File: src/rtl/tone_gate_controller.sv
// Tone gate sequencer: synchronizes the mic comparator, counts rising edges
// per gate window and latches the count, overflow and in-band flags.
module tone_gate_controller #(
   parameter int unsigned GATE_CYCLES = 100_000_000,
   parameter int unsigned CNT_W       = 10,
   parameter int unsigned LO_HZ       = 400,
   parameter int unsigned HI_HZ       = 600
) (
   input  logic             clk,
   input  logic             rst_n,
   input  logic             enable,
   input  logic             sig_in,
   output logic [CNT_W-1:0] hz,
   output logic             hz_valid,
   output logic             overflow,
   output logic             in_band,
   output logic             busy
);

   localparam int unsigned GW = (GATE_CYCLES > 1) ? $clog2(GATE_CYCLES) : 1;

   localparam logic [GW-1:0]    GATE_LAST = GW'(GATE_CYCLES - 1);
   localparam logic [CNT_W-1:0] CNT_MAX   = '1;
   localparam logic [31:0]      LO        = 32'(LO_HZ);
   localparam logic [31:0]      HI        = 32'(HI_HZ);

   localparam logic [1:0] IDLE  = 2'd0;
   localparam logic [1:0] GATE  = 2'd1;
   localparam logic [1:0] LATCH = 2'd2;

   logic [1:0]       state;
   logic [1:0]       state_nxt;
   logic [GW-1:0]    gate_cnt;
   logic [CNT_W-1:0] edge_cnt;
   logic             sat;
   logic             s1;
   logic             s2;
   logic             s3;
   logic             rise;
   logic [31:0]      cnt_ext;
   logic             band_nxt;

   // two sync flops plus one history flop for edge detection
   always_ff @(posedge clk or negedge rst_n) begin
      if (!rst_n) begin
         s1 <= 1'b0;
         s2 <= 1'b0;
         s3 <= 1'b0;
      end else begin
         s1 <= sig_in;
         s2 <= s1;
         s3 <= s2;
      end
   end

   assign rise     = s2 & ~s3;
   assign cnt_ext  = 32'(edge_cnt);
   assign band_nxt = (cnt_ext >= LO) && (cnt_ext <= HI);

   always_comb begin
      state_nxt = state;
      unique case (state)
         IDLE: begin
            if (enable) state_nxt = GATE;
         end
         GATE: begin
            if (!enable)                   state_nxt = IDLE;
            else if (gate_cnt == GATE_LAST) state_nxt = LATCH;
         end
         LATCH: begin
            state_nxt = enable ? GATE : IDLE;
         end
         default: begin
            state_nxt = IDLE;
         end
      endcase
   end

   always_ff @(posedge clk or negedge rst_n) begin
      if (!rst_n) begin
         state    <= IDLE;
         busy     <= 1'b0;
         gate_cnt <= '0;
         edge_cnt <= '0;
         sat      <= 1'b0;
         hz       <= '0;
         hz_valid <= 1'b0;
         overflow <= 1'b0;
         in_band  <= 1'b0;
      end else begin
         state    <= state_nxt;
         busy     <= (state_nxt == GATE);
         hz_valid <= 1'b0;
         unique case (state)
            GATE: begin
               // an abort discards any rise arriving in the same cycle
               if (!enable) begin
                  gate_cnt <= '0;
                  edge_cnt <= '0;
                  sat      <= 1'b0;
               end else begin
                  gate_cnt <= gate_cnt + 1'b1;
                  if (rise) begin
                     if (edge_cnt == CNT_MAX) sat <= 1'b1;
                     else                     edge_cnt <= edge_cnt + 1'b1;
                  end
               end
            end
            LATCH: begin
               hz       <= edge_cnt;
               overflow <= sat;
               in_band  <= band_nxt;
               hz_valid <= 1'b1;
               gate_cnt <= '0;
               edge_cnt <= '0;
               sat      <= 1'b0;
            end
            default: begin
               gate_cnt <= '0;
               edge_cnt <= '0;
               sat      <= 1'b0;
            end
         endcase
      end
   end

endmodule
File: config.mk
export PLATFORM = sky130hd
export DESIGN_NAME = tone_gate_controller
export DESIGN_NICKNAME = d
export VERILOG_FILES = /design/src/rtl/tone_gate_controller.sv
export SDC_FILE = /design/constraint.sdc
export NUM_CORES = 1
export LEC_CHECK = 0
export ABC_AREA = 1
export CAP_MARGIN = 10
export CORE_MARGIN = 3
export CORE_UTILIZATION = 50
export DETAILED_ROUTE_END_ITERATION = 7
export HOLD_SLACK_MARGIN = 0.15
export PLACE_DENSITY = 0.69
export RECOVER_POWER = 100
export SLEW_MARGIN = 20
export SYNTH_ARGS = -nofsm -noshare
export SYNTH_HDL_FRONTEND = slang
export SYNTH_SLANG_ARGS = --single-unit
File: constraint.sdc
create_clock -name clk -period 1.7 [get_ports clk]
set_input_delay 0.34 -clock clk [delete_from_list [all_inputs] [get_ports clk]]
set_output_delay 0.34 -clock clk [all_outputs]
set_load 0.005 [all_outputs]
Word-level counts from Yosys, hierarchy flattened --
Cells that the tools add are included.
Word-level totals: output and inout bits 14, register bits after elaboration 57
Cells by class: mux-type cells 16, reductions and logical operators 4, bitwise gates (word level) 2, equal/unequal tests 8, $add $sub $neg 2, $lt $le $gt $ge 2
Operators with widths (number):
- two-way mux 27 bit | 2
- two-way mux 10 bit | 4
- adder 27 x 1 -> 27 bit (second input constant) | 1
- == test 27 bit (second input constant) | 1
- adder 10 x 1 -> 10 bit (second input constant) | 1
- == test 10 bit (second input constant) | 1
- greater-or-equal comparator 10 x 9 -> 1 bit (second input constant) | 1
- less-or-equal comparator 10 bit (second input constant) | 1
- inequality test 3 bit (second input constant) | 3
- two-way mux 1 bit | 6
- two-way mux 2 bit | 3
- case mux 2 bit (3 select lines) | 1
- == test 2 x 1 -> 1 bit (second input constant) | 2
- AND reduction 2 bit | 2
- == test 2 bit (second input constant) | 1
- zero test 2 bit | 1
- AND 1 bit | 1
- logical AND 1 bit | 1
- NOT 1 bit | 1

Depth between registers and ports, before layout --
Gate-level depths: netlist (run 1).
depth after elaboration 5, depth in mapped cells 10, gate-level depth less buffers 10

Worst setup path before layout (run 1) --
Ideal clock, no wire load.
path type flip-flop to flip-flop, start point reg gate_cnt[0], end point reg gate_cnt[16], setup time 0.120 ns, arrival 1.204 ns, stages on the path, launching flop included 8, setup slack 0.376 ns, path buffers 0, required time 1.580 ns, cells stage by stage dfrtp_1 ha_1 nand3_2 nor2_4 nand2_4 nor2_4 nand3_1 and3_1
On the way: cells in the longest elaborated chain, start to end 3
Ends and longest elaborated chain:
- start, declared | line 33 | logic [GW-1:0] gate_cnt;
- start signal, assigned | line 102 | gate_cnt <= gate_cnt + 1'b1;
- adder 27 x 1 -> 27 bit | line 102
- two-way mux 27 bit | line 97 | if (!enable) begin
- two-way mux 27 bit | line 94 | unique case (state)
No other way between the ends. A chain may end at the register's enable or synchronous reset.

Worst setup path in the final report (run 1) --
start point reg hz[6], end point out hz[6]
RTL lines:
- start, declared | line 13 | output logic [CNT_W-1:0] hz,
- start signal, assigned | line 110 | hz <= edge_cnt;
No word-level cell between the ends.

==> out/qor.yml, run 1 <==
rsz0062_at_grt: "no"
io_pins: 18
leakagePower_nw: 1.55
place_hpwl_um: 5170
syn_avg_cell_area_um2: 7.34
yosys.area.top_type_share_pct: 46.4
vias: 2759
cts_tree: "done"
critPathArrivalTime_ns: 1.29
clock_sinks: 57
drive_gt1_share_pct: 10.8
dieArea_um2: 7130
clock_path_buffers: 2
min_period_ns: 1.63
yosysSeqAreaShare_pct: 46.4
worst_slew_pin_slew_ns: 0.781
vias_per_cell: 5.26
clkLatencyLatePin_ns: 0.33
fmax_mhz: 613
setup_viol: 0
grt_pass1_wl_um: 12200
htreeDepth: 3
die_w_um: 84.4
final_hold_viol_count: 0
powerDensity_nw_per_um2: 827
post_cts_buffers: 0
critPathKind: "reg2out"
worst_path_largest_cell_delay_ns: 0.58
cp.required_ns: 1.36
grt_antenna_before_repair: 0
die_h_um: 84.4
finalCritPeriodShare_pct: 95.9
tns_ns: 0
n_fill_cell: 530
core_area_um2: 5740
gp_congestion: 0.927
finalWirelength_um: 6940
drt_iter0_markers: 169
cts_root_buffer: "clkbuf_8"
grt_max_degree: 58
hp-class: "reg2reg"
p_total_mw: 2.94
drtAntennaViolNets: 0
initial_core_util_pct: 53.6
synthDistinctLibCells: 26
cts_inserted_buffers: 9
cts_resized: 0
critPathBufInv: 1
syn_to_final_growth_pct: 15.7
worstSetupStartpointType: "flop"
n_antenna_cell: 0
crit_path_cell_trace: "dlygate4sd3_1"
syn_area_um2: 3080
worst_path_max_delay_cell: "dlygate4sd3_1"
status: "finished, final reports clean"
drc: 0
port_buffers: 17
ys_ff_latch: 57
hold_buffers: 1
firstDrtPassIters: 5
final_max_slew_viol_count: 0
yosysTopAreaCell: "dfrtp_1"
slew_headroom_pct: 48.0
ir_drop_v: 0.000462
grt_overflow: 0
maxCapViolCount: 0
track_usage_pct: 21.4
critical_path.endpoint_type: "primary output"
layout_common_cells: "nand2_1 (110), nor2_1 (72), dfrtp_1 (57), inv_1 (47), nand3_1 (34)"
final_nets: 456
final_common_cell: "nand2_1"
avgRoutedWirePerCell_um: 13.2
whs_ns: 0.350
num_rows: 27
ff2ff_setup_slack_ns: 0.15
syn_inst: 419
critPathTopFamily: "buffers and inverters"
clk_pin_slew_ns: 0.06
syn_nets: 426
yosys_warnings: 0
grt_pass1_vias: 2495
crit_fanout: 2
skew_ns: 0.00703
synth_top_cells_by_area: "dfrtp_1 (46%), nand2_1 (13%), nor2_1 (8.5%)"
stage by stage:
stage               area (µm²)  std cells  worst slack, ns  util (%)
floorplan                 3080        419            0.376         -
global placement          3370        509            0.138      58.7
detailed placement        3370        509            0.107      58.7
CTS                       3610        525            0.155      62.8
global route              3560        525          0.00776      62.0
finish                    3560        525           0.0695      62.0
per-layer routing:
layer	share of wire (%)	track usage, %
met5	0	0
met4	1.4	7.48
met3	5.5	4.12
met2	41	29.6
met1	52	33.2
cell type report:
| cell class | count | area, µm² | share of cell area (%) |
|---|---|---|---|
| Sequential cell | 57 | 1430 | 40.1 |
| Tap cell | 72 | 90.1 | 2.53 |
| Clock buffer | 13 | 169 | 4.74 |
| Inverter | 53 | 199 | 5.59 |
| Timing Repair Buffer | 26 | 223 | 6.25 |
| Multi-Input combinational cell | 302 | 1390 | 39.1 |
| Clock inverter | 2 | 60.1 | 1.69 |
power breakdown:
part           switching (mW)  leakage (nW)  internal, mW
clock                   0.512         0.116         0.938
sequential            0.00961         0.779          1.37
combinational          0.0724         0.659        0.0367
flip-flops by register name, summed over array words and instances, names as in the netlist:
| signal | flops |
|---|---|
| gate_cnt | 27 |
| edge_cnt | 10 |
| hz | 10 |
| state | 2 |
| busy | 1 |
| hz_valid | 1 |
| in_band | 1 |
| overflow | 1 |
| s1 | 1 |
| s2 | 1 |
| s3 | 1 |
| sat | 1 |
cell usage after synthesis:
cell      instances
inv_2             7
nand3_1          34
nand2_2           4
nand4_1          10
buf_1             1
xor2_1            1
ha_1              3
nand2_4           2
nand3_2           3
nor2_1           70
inv_1            46
buf_4             1
a21oi_1          15
nor3_2            1
nor2_2            9
nor3_1            8
o21ai_0          22
o21ai_1           3
dfrtp_1          57
nor2_4            5
clkbuf_1          1
a31oi_1           1
nand2_1         109
nor3b_2           1
buf_2             4
and3_1            1
path summary, 6_finish.rpt:
path	start	endpoint	cells past startpoint
max in group asynchronous	rst_n	edge_cnt[2]	3
min in group asynchronous	rst_n	gate_cnt[25]	3
setup reg to reg	gate_cnt[0]	gate_cnt[16]	7
hold / removal	s1	s2	0
hold reg to reg	s1	s2	0
setup / recovery	hz[6]	hz[6]	1
kinds of logic (layout without fill, tap and decap cells):
logic type,count (synthesis),count (layout),synth area share [%]
compound gates,41,41,6.71
xor+xnor,1,1,0.285
fa+ha+maj,3,3,1.22
buf+inv,60,94,7.60
flops,57,57,46.4
simple gates,257,257,37.8
Note: power is estimated with default switching activity, not from simulation.
==> inputs of run 2 (changes only) <==
- CAP_MARGIN: 10 -> 20
==> results of run 2 <==
Final layout, timing and power as in run 1 (identical DEF).
